$ cat config.mk
export PLATFORM = sky130hd
export DESIGN_NAME = avalon_mm_lite_master_flat
export DESIGN_NICKNAME = d
export VERILOG_FILES = /design/src/rtl/avalon_mm_lite_pkg.sv /design/src/rtl/avalon_mm_lite_if.sv /design/src/rtl/avalon_mm_lite_wait_timer.sv /design/src/rtl/avalon_mm_lite_master.sv /design/src/flat_wrapper.sv
export SDC_FILE = /design/constraint.sdc
export NUM_CORES = 1
export LEC_CHECK = 0
export ABC_AREA = 0
export BUFFER_PORTS_ARGS = -buffer_cell sky130_fd_sc_hd__buf_2
export CORE_ASPECT_RATIO = 1.1
export CORE_MARGIN = 2
export CORE_UTILIZATION = 53
export DETAILED_ROUTE_END_ITERATION = 12
export PLACE_DENSITY = 0.95
export SYNTH_ARGS = -nofsm -noshare
export SYNTH_HDL_FRONTEND = slang
export SYNTH_HIERARCHICAL = 1
export SYNTH_SLANG_ARGS = --single-unit
$ cat constraint.sdc
create_clock -name clk_i -period 5.53 [get_ports clk_i]
set_input_delay 0.2765 -clock clk_i [delete_from_list [all_inputs] [get_ports clk_i]]
set_output_delay 0.2765 -clock clk_i [all_outputs]
set_load 0.03 [all_outputs]
$ cat src/rtl/avalon_mm_lite_pkg.sv
// Shared types for the avalon_mm_lite master and its bench-side slave models.
package avalon_mm_lite_pkg;

    localparam int unsigned RspDataWidth = 32;

    typedef enum logic [1:0] {
        StIdle,
        StAccess,
        StLatency,
        StRespond
    } master_state_e;

    typedef struct packed {
        logic                    error;
        logic [RspDataWidth-1:0] rdata;
    } rsp_t;

endpackage

$ cat src/rtl/avalon_mm_lite_if.sv
// Local command/response port plus Avalon-MM lite bus, seen from master and slave sides.
interface avalon_mm_lite_if #(
    parameter int unsigned ADDRESS_WIDTH = 4,
    parameter int unsigned DATA_WIDTH    = 32
);
    logic                     cmd_valid;
    logic                     cmd_ready;
    logic                     cmd_write;
    logic [ADDRESS_WIDTH-1:0] cmd_address;
    logic [DATA_WIDTH-1:0]    cmd_wdata;
    logic                     rsp_valid;
    logic                     rsp_ready;
    logic [DATA_WIDTH-1:0]    rsp_rdata;
    logic                     rsp_error;
    logic [ADDRESS_WIDTH-1:0] address;
    logic                     read;
    logic                     write;
    logic [DATA_WIDTH-1:0]    writedata;
    logic [DATA_WIDTH-1:0]    readdata;
    logic                     waitrequest;

    modport master (
        input  cmd_valid, cmd_write, cmd_address, cmd_wdata, rsp_ready, readdata, waitrequest,
        output cmd_ready, rsp_valid, rsp_rdata, rsp_error, address, read, write, writedata
    );

    modport slave (
        output cmd_valid, cmd_write, cmd_address, cmd_wdata, rsp_ready, readdata, waitrequest,
        input  cmd_ready, rsp_valid, rsp_rdata, rsp_error, address, read, write, writedata
    );

endinterface

$ cat src/rtl/avalon_mm_lite_wait_timer.sv
// Saturating stall counter; expired_o flags the enabled cycle that brings the count to LIMIT.
module avalon_mm_lite_wait_timer #(
    parameter int unsigned LIMIT = 255
) (
    input  logic clk_i,
    input  logic rst_ni,
    input  logic clear_i,
    input  logic enable_i,
    output logic expired_o
);
    localparam int unsigned CntWidth = (LIMIT == 0) ? 1 : $clog2(LIMIT + 1);
    localparam logic [CntWidth-1:0] CntMax  = CntWidth'(LIMIT);
    localparam logic [CntWidth-1:0] CntLast = (LIMIT == 0) ? '0 : CntWidth'(LIMIT - 1);

    logic [CntWidth-1:0] count_q, count_d;

    always_comb begin
        count_d = count_q;
        if (clear_i) begin
            count_d = '0;
        end else if (enable_i && (count_q != CntMax)) begin
            count_d = count_q + CntWidth'(1);
        end
    end

    // LIMIT of zero disables the watchdog entirely.
    assign expired_o = (LIMIT != 0) && enable_i && (count_q == CntLast);

    always_ff @(posedge clk_i or negedge rst_ni) begin
        if (!rst_ni) begin
            count_q <= '0;
        end else begin
            count_q <= count_d;
        end
    end

endmodule

$ cat src/rtl/avalon_mm_lite_master.sv
// Single-outstanding Avalon-MM lite initiator: one command in, one bus transfer, one response out.
module avalon_mm_lite_master
    import avalon_mm_lite_pkg::*;
#(
    parameter int unsigned ADDRESS_WIDTH  = 4,
    parameter int unsigned DATA_WIDTH     = 32,
    parameter int unsigned READ_LATENCY   = 0,
    parameter int unsigned TIMEOUT_CYCLES = 255
) (
    input logic               clk_i,
    input logic               rst_ni,
    avalon_mm_lite_if.master  bus
);
    localparam logic [2:0] LatLast = (READ_LATENCY == 0) ? 3'd0 : 3'(READ_LATENCY - 1);

    master_state_e            state_q, state_d;
    logic [ADDRESS_WIDTH-1:0] address_q, address_d;
    logic [DATA_WIDTH-1:0]    writedata_q, writedata_d;
    logic                     read_q, read_d;
    logic                     write_q, write_d;
    logic                     rsp_valid_q, rsp_valid_d;
    logic [DATA_WIDTH-1:0]    rdata_q, rdata_d;
    logic                     error_q, error_d;
    logic [2:0]               lat_cnt_q, lat_cnt_d;
    logic                     timer_clear, timer_enable, timer_expired;

    avalon_mm_lite_wait_timer #(
        .LIMIT (TIMEOUT_CYCLES)
    ) u_wait_timer (
        .clk_i     (clk_i),
        .rst_ni    (rst_ni),
        .clear_i   (timer_clear),
        .enable_i  (timer_enable),
        .expired_o (timer_expired)
    );

    always_comb begin
        state_d      = state_q;
        address_d    = address_q;
        writedata_d  = writedata_q;
        read_d       = read_q;
        write_d      = write_q;
        rsp_valid_d  = rsp_valid_q;
        rdata_d      = rdata_q;
        error_d      = error_q;
        lat_cnt_d    = lat_cnt_q;
        timer_clear  = 1'b0;
        timer_enable = 1'b0;

        unique case (state_q)
            StIdle: begin
                if (bus.cmd_valid) begin
                    address_d   = bus.cmd_address;
                    writedata_d = bus.cmd_wdata;
                    read_d      = ~bus.cmd_write;
                    write_d     = bus.cmd_write;
                    rdata_d     = '0;
                    error_d     = 1'b0;
                    timer_clear = 1'b1;
                    state_d     = StAccess;
                end
            end
            StAccess: begin
                timer_enable = bus.waitrequest;
                // A falling waitrequest always beats the watchdog.
                if (!bus.waitrequest) begin
                    read_d  = 1'b0;
                    write_d = 1'b0;
                    if (write_q) begin
                        rsp_valid_d = 1'b1;
                        state_d     = StRespond;
                    end else if (READ_LATENCY == 0) begin
                        rdata_d     = bus.readdata;
                        rsp_valid_d = 1'b1;
                        state_d     = StRespond;
                    end else begin
                        lat_cnt_d = 3'd0;
                        state_d   = StLatency;
                    end
                end else if (timer_expired) begin
                    read_d      = 1'b0;
                    write_d     = 1'b0;
                    error_d     = 1'b1;
                    rdata_d     = '0;
                    rsp_valid_d = 1'b1;
                    state_d     = StRespond;
                end
            end
            StLatency: begin
                if (lat_cnt_q == LatLast) begin
                    rdata_d     = bus.readdata;
                    rsp_valid_d = 1'b1;
                    state_d     = StRespond;
                end else begin
                    lat_cnt_d = lat_cnt_q + 3'd1;
                end
            end
            StRespond: begin
                if (bus.rsp_ready) begin
                    rsp_valid_d = 1'b0;
                    state_d     = StIdle;
                end
            end
            default: state_d = StIdle;
        endcase
    end

    always_ff @(posedge clk_i or negedge rst_ni) begin
        if (!rst_ni) begin
            state_q     <= StIdle;
            address_q   <= '0;
            writedata_q <= '0;
            read_q      <= 1'b0;
            write_q     <= 1'b0;
            rsp_valid_q <= 1'b0;
            rdata_q     <= '0;
            error_q     <= 1'b0;
            lat_cnt_q   <= 3'd0;
        end else begin
            state_q     <= state_d;
            address_q   <= address_d;
            writedata_q <= writedata_d;
            read_q      <= read_d;
            write_q     <= write_d;
            rsp_valid_q <= rsp_valid_d;
            rdata_q     <= rdata_d;
            error_q     <= error_d;
            lat_cnt_q   <= lat_cnt_d;
        end
    end

    // Held low while reset is asserted even though the state register already reads idle.
    assign bus.cmd_ready = (state_q == StIdle) && rst_ni;
    assign bus.rsp_valid = rsp_valid_q;
    assign bus.rsp_rdata = rdata_q;
    assign bus.rsp_error = error_q;
    assign bus.address   = address_q;
    assign bus.read      = read_q;
    assign bus.write     = write_q;
    assign bus.writedata = writedata_q;

endmodule

$ cat src/flat_wrapper.sv
// flat-port wrapper written by rule: the top's interface ports become plain ports
module avalon_mm_lite_master_flat import avalon_mm_lite_pkg::*;
#(
    parameter int unsigned ADDRESS_WIDTH  = 4,
    parameter int unsigned DATA_WIDTH     = 32,
    parameter int unsigned READ_LATENCY   = 0,
    parameter int unsigned TIMEOUT_CYCLES = 255
)
  (clk_i, rst_ni, bus_cmd_valid, bus_cmd_write, bus_cmd_address, bus_cmd_wdata, bus_rsp_ready, bus_readdata, bus_waitrequest, bus_cmd_ready, bus_rsp_valid, bus_rsp_rdata, bus_rsp_error, bus_address, bus_read, bus_write, bus_writedata);
  avalon_mm_lite_if #(.ADDRESS_WIDTH(ADDRESS_WIDTH), .DATA_WIDTH(DATA_WIDTH)) bus_i ();
  input logic clk_i;
  input logic rst_ni;
  input wire logic [$bits(bus_i.cmd_valid)-1:0] bus_cmd_valid;
  input wire logic [$bits(bus_i.cmd_write)-1:0] bus_cmd_write;
  input wire logic [$bits(bus_i.cmd_address)-1:0] bus_cmd_address;
  input wire logic [$bits(bus_i.cmd_wdata)-1:0] bus_cmd_wdata;
  input wire logic [$bits(bus_i.rsp_ready)-1:0] bus_rsp_ready;
  input wire logic [$bits(bus_i.readdata)-1:0] bus_readdata;
  input wire logic [$bits(bus_i.waitrequest)-1:0] bus_waitrequest;
  output wire logic [$bits(bus_i.cmd_ready)-1:0] bus_cmd_ready;
  output wire logic [$bits(bus_i.rsp_valid)-1:0] bus_rsp_valid;
  output wire logic [$bits(bus_i.rsp_rdata)-1:0] bus_rsp_rdata;
  output wire logic [$bits(bus_i.rsp_error)-1:0] bus_rsp_error;
  output wire logic [$bits(bus_i.address)-1:0] bus_address;
  output wire logic [$bits(bus_i.read)-1:0] bus_read;
  output wire logic [$bits(bus_i.write)-1:0] bus_write;
  output wire logic [$bits(bus_i.writedata)-1:0] bus_writedata;
  assign bus_i.cmd_valid = bus_cmd_valid;
  assign bus_i.cmd_write = bus_cmd_write;
  assign bus_i.cmd_address = bus_cmd_address;
  assign bus_i.cmd_wdata = bus_cmd_wdata;
  assign bus_i.rsp_ready = bus_rsp_ready;
  assign bus_i.readdata = bus_readdata;
  assign bus_i.waitrequest = bus_waitrequest;
  assign bus_cmd_ready = bus_i.cmd_ready;
  assign bus_rsp_valid = bus_i.rsp_valid;
  assign bus_rsp_rdata = bus_i.rsp_rdata;
  assign bus_rsp_error = bus_i.rsp_error;
  assign bus_address = bus_i.address;
  assign bus_read = bus_i.read;
  assign bus_write = bus_i.write;
  assign bus_writedata = bus_i.writedata;
  avalon_mm_lite_master #(.ADDRESS_WIDTH(ADDRESS_WIDTH), .DATA_WIDTH(DATA_WIDTH), .READ_LATENCY(READ_LATENCY), .TIMEOUT_CYCLES(TIMEOUT_CYCLES)) u_core (.clk_i(clk_i), .rst_ni(rst_ni), .bus(bus_i));
endmodule
==> parameters.txt <==
Parameter                              Value

Status
  Result of the run ... complete, no violations

Placed design
  DP Cell Count ... 540
  Area of placed instances ... 4610 µm²
  Detailed placement HPWL ... ~5.6 mm
  Final weighted congestion of routability-driven global placement ... 0.803
  Number of buffer cells added on primary ports ... 146

Drt
  Average via count per standard cell ... 5.05
  First-pass detailed-route iteration total ... 4
  Routed Antenna Nets ... 0
  Average wire length per cell after detail routing ... 13.9 µm
  Wirelength, routed ... 7.74 mm
  Met3 routed wirelength ... 502 µm
  Top sig layer ... met4
  Remaining DRCs ... 0
  M1 wire length ... 3.10 mm
  Count of vias placed by the detailed router ... 2810
  WL met2 ... 4.02 mm
  Count of routing violations after the opening detailed-route iteration ... 87

Layout
  Post-synthesis to final-layout area growth ... 26.9%
  Post-layout nets ... 549
  Number of non-filler instances in the completed layout ... 556
  Layout cell share with drive strength beyond 1 ... 43.9%
  Multi-input combinational cell area ... about 1500 µm²
  Final non-filler cell area ... slightly below 5000 µm²
  Antenna cell count ... 0
  Sequential standard cell area ... 2130 µm²
  Count of fill cells added during filler insertion ... 538

Clock network
  Worst-Skew Late Latency ... 0.34 ns
  CTS clk-pin slew, worst paths ... approximately 0.090 ns
  Number of buffers inserted to repair setup after CTS ... 0
  CTS max path bufs ... 2
  Gates resized, CTS repair ... 0
  Hold-fix buffer count after cts ... 0
  Clock tree from TritonCTS ... done
  Number of clock buffers inserted by TritonCTS ... 9
  CTS H-tree lvls ... 3
  Buffer type at the clock tree root ... clkbuf_8
  Number of sinks handled by clock tree synthesis ... 85

Critical path
  Critical path required time ... 5.78 ns
  Launch point of the worst path ... u_core/state_q[1]
  Cells along the critical path ... inv_1 > ha_1 > and2_1 > and3_1 > and3_1 > and3b_4 > a211oi_4 > o311ai_4 > buf_4 > mux2i_1
  Type of origin of the critical path ... flop
  Class of the most critical setup path ... flop to flop
  CP max stage cell ... dfrtp_1
  Cell mode on critical path ... and3_1
  Sum of buffers and inverters on the critical path ... 2
  Family of cells with the greatest summed delay on the critical path ... simple AND/OR/NAND/NOR gates
  Stage delay of the slowest cell on the critical path ... 0.41 ns
  Maximum net fanout on the critical path ... 32
  Arr. time, crit path ... 3.11 ns
  Worst Setup End Kind ... flop
  Start of the worst register-to-register path ... u_core/state_q[1]

Timing
  Relative slew slack ... between 20% and 30%
  Final worst clock skew ... 0.00888 ns
  Worst Max-Slew Pin Slew ... 1.10 ns
  Setup total negative slack ... 0 ns
  RSZ-0062 raised after global routing ... false
  Final clock period utilization by the worst path ... slightly above 50%
  Shortest clock period the worst path allows after layout ... roughly 2.9 ns
  Number of pins exceeding their max-slew limit in the final report ... 0
  Final hold violation count ... 0
  FMAX ... 349 MHz
  Setup-violating endpoint count in the final report ... 0

Synth
  Synthesized cell area ... between 3000 and 4000 µm²
  Distinct cell type count of the synthesized netlist ... 33
  Post-Synthesis Mean Instance Area ... 12.0 µm²
  Share of the synthesized area in the top cell type ... between 50% and 60%
  Register bit total from synthesis ... 85
  Primary FF master, synth ... dfrtp_1
  Cells after synthesis ... 319
  Syn. warnings ... 6
  Syn nets ... 402
  Proportion of register bits with asynchronous set or reset after synthesis ... 100%
  Top area cells in the synthesized netlist ... dfrtp_1 56%, mux2_2 11%, mux2i_1 8.4%
  Sequential area share after synthesis ... between 50% and 60%
  Most common cell in the synthesized netlist ... dfrtp_1
  Cell taking the most area after synthesis ... dfrtp_1
  Most numerous cell types in the synthesized netlist ... 85 x dfrtp_1, 42 x inv_1, 40 x nand2_1
  Count of flip-flops with a built-in enable after synthesis ... 0

Die
  Overall die area ... 7920 µm²
  DIE HEIGHT ... 93.1 µm
  Std-Cell Rows ... 32
  Core footprint ... 7010 µm²
  Boundary pin count ... 147
  Starting utilization of the core area ... between 50% and 60%
  Die W ... around 85 µm

Pwr
  Leakage power of the design ... approximately 2.6 nW
  Design Power ... around 3.2 mW
  Power per Cell Area ... 657 nW/µm²
  Worst voltage drop across the vdd grid ... 0.000390 V

Global routing
  Largest net degree at the start of global routing ... 87
  Antenna violations before repair ... 0
  Sum of overflow across all layers after global routing ... 0
  Via count of the first global-routing pass ... 2897
  Global-route wire length before repair ... 12.4 mm
  Total global-route track usage ... just under 20%

Run
  Total of max-cap violations ... 0

Worst hold path
  Hold WC Path Type ... input port to asynchronous set/reset pin
-- final timing paths --
path	end	slack, ns	cells after the start
setup / recovery	u_core/bus.rsp_rdata[25]	2.67	10
setup reg to reg	u_core/bus.rsp_rdata[25]	2.67	10
hold / removal	u_core/bus.writedata[2]	0.10	1
min in group clk_i	u_core/bus.writedata[10]	0.16	2
hold reg to reg	u_core/lat_cnt_q[2]	0.50	1
max in group asynchronous	u_core/state_q[0]	4.72	1
-- cells in the final DEF (no fill, tap or decap), drive strengths merged --
master,Yosys,final
o311ai,1,1
xnor2,1,1
ha,9,9
bufinv,0,3
nand4,1,1
clkinvlp,0,1
mux2,44,44
inv,42,43
a31oi,1,1
nor2,10,10
o21a,1,1
a22o,1,1
and2,2,2
nand2,40,40
and4bb,1,1
mux2i,32,32
nor3,5,5
nand2b,1,1
nor2b,7,7
dfrtp,85,85
nand3,3,3
clkbuf,6,11
a211oi,6,6
and3,2,2
a21o,2,2
o21ai,1,1
a41oi,1,1
and4,2,2
and3b,1,1
a21oi,5,5
buf,6,148
-- power breakdown --
part           switching [mW]  leakage [nW]  internal (mW)  total [mW]
sequential              0.160          1.09          0.903        1.06
combinational            1.03          1.38          0.569        1.60
clock                   0.213         0.120          0.314       0.527
-- final cells by class --
cell class,count,share of cell area [%]
clock buffers,11,2.91
clock inverters,5,2.19
inverters,42,3.25
multi-input cells,180,30.3
flip-flops and latches,85,43.8
well taps,85,2.19
repair buffers,148,15.4
-- registers in the layout, summed over array words and instances, names as in the netlist --
name,flops
u_core/bus.address,4
u_core/state_q,2
u_core/bus.read,1
u_core/bus.rsp_valid,1
u_core/bus.write,1
u_core/bus.rsp_error,1
u_core/lat_cnt_q,3
u_core/u_wait_timer/count_q,8
u_core/bus.writedata,32
u_core/bus.rsp_rdata,32
-- worst reg2reg max path, stage by stage (launching register included) --
cell,delay (ns)
dfrtp_1,0.41
inv_1,0.11
ha_1,0.36
and2_1,0.29
and3_1,0.18
and3_1,0.17
and3b_4,0.22
a211oi_4,0.31
o311ai_4,0.14
buf_4,0.31
mux2i_1,0.28
-- per-layer routing --
layer	up-vias	global-route usage [%]
met1	1354	22.9
met4	0	8.86
met2	103	34.9
met5	-	0
met3	14	4.50
li1	1339	-
-- cells by family (layout without fill, tap and decap cells) --
logic type | Yosys count | in the layout | share of synthesized area (%)
fa+ha+maj | 9 | 9 | 2.94
simple gates | 75 | 75 | 9.25
mux | 76 | 76 | 21.3
xor+xnor | 1 | 1 | 0.229
buf+inv | 54 | 206 | 5.98
compound gates | 19 | 19 | 4.68
flops | 85 | 85 | 55.6
-- through the flow --
stage          worst slack, ns  utilization (%)  hold WS, ns
6_report                  2.67             69.3        0.100
2_1_floorplan             3.11                -      -0.0191
3_3_place_gp              2.85             65.8        0.479
4_1_cts                   2.68             69.3        0.142
3_5_place_dp              2.70             65.8        0.485
5_1_grt                   2.46             69.3        0.142
No activity file was read; power rests on OpenSTA's default activity.
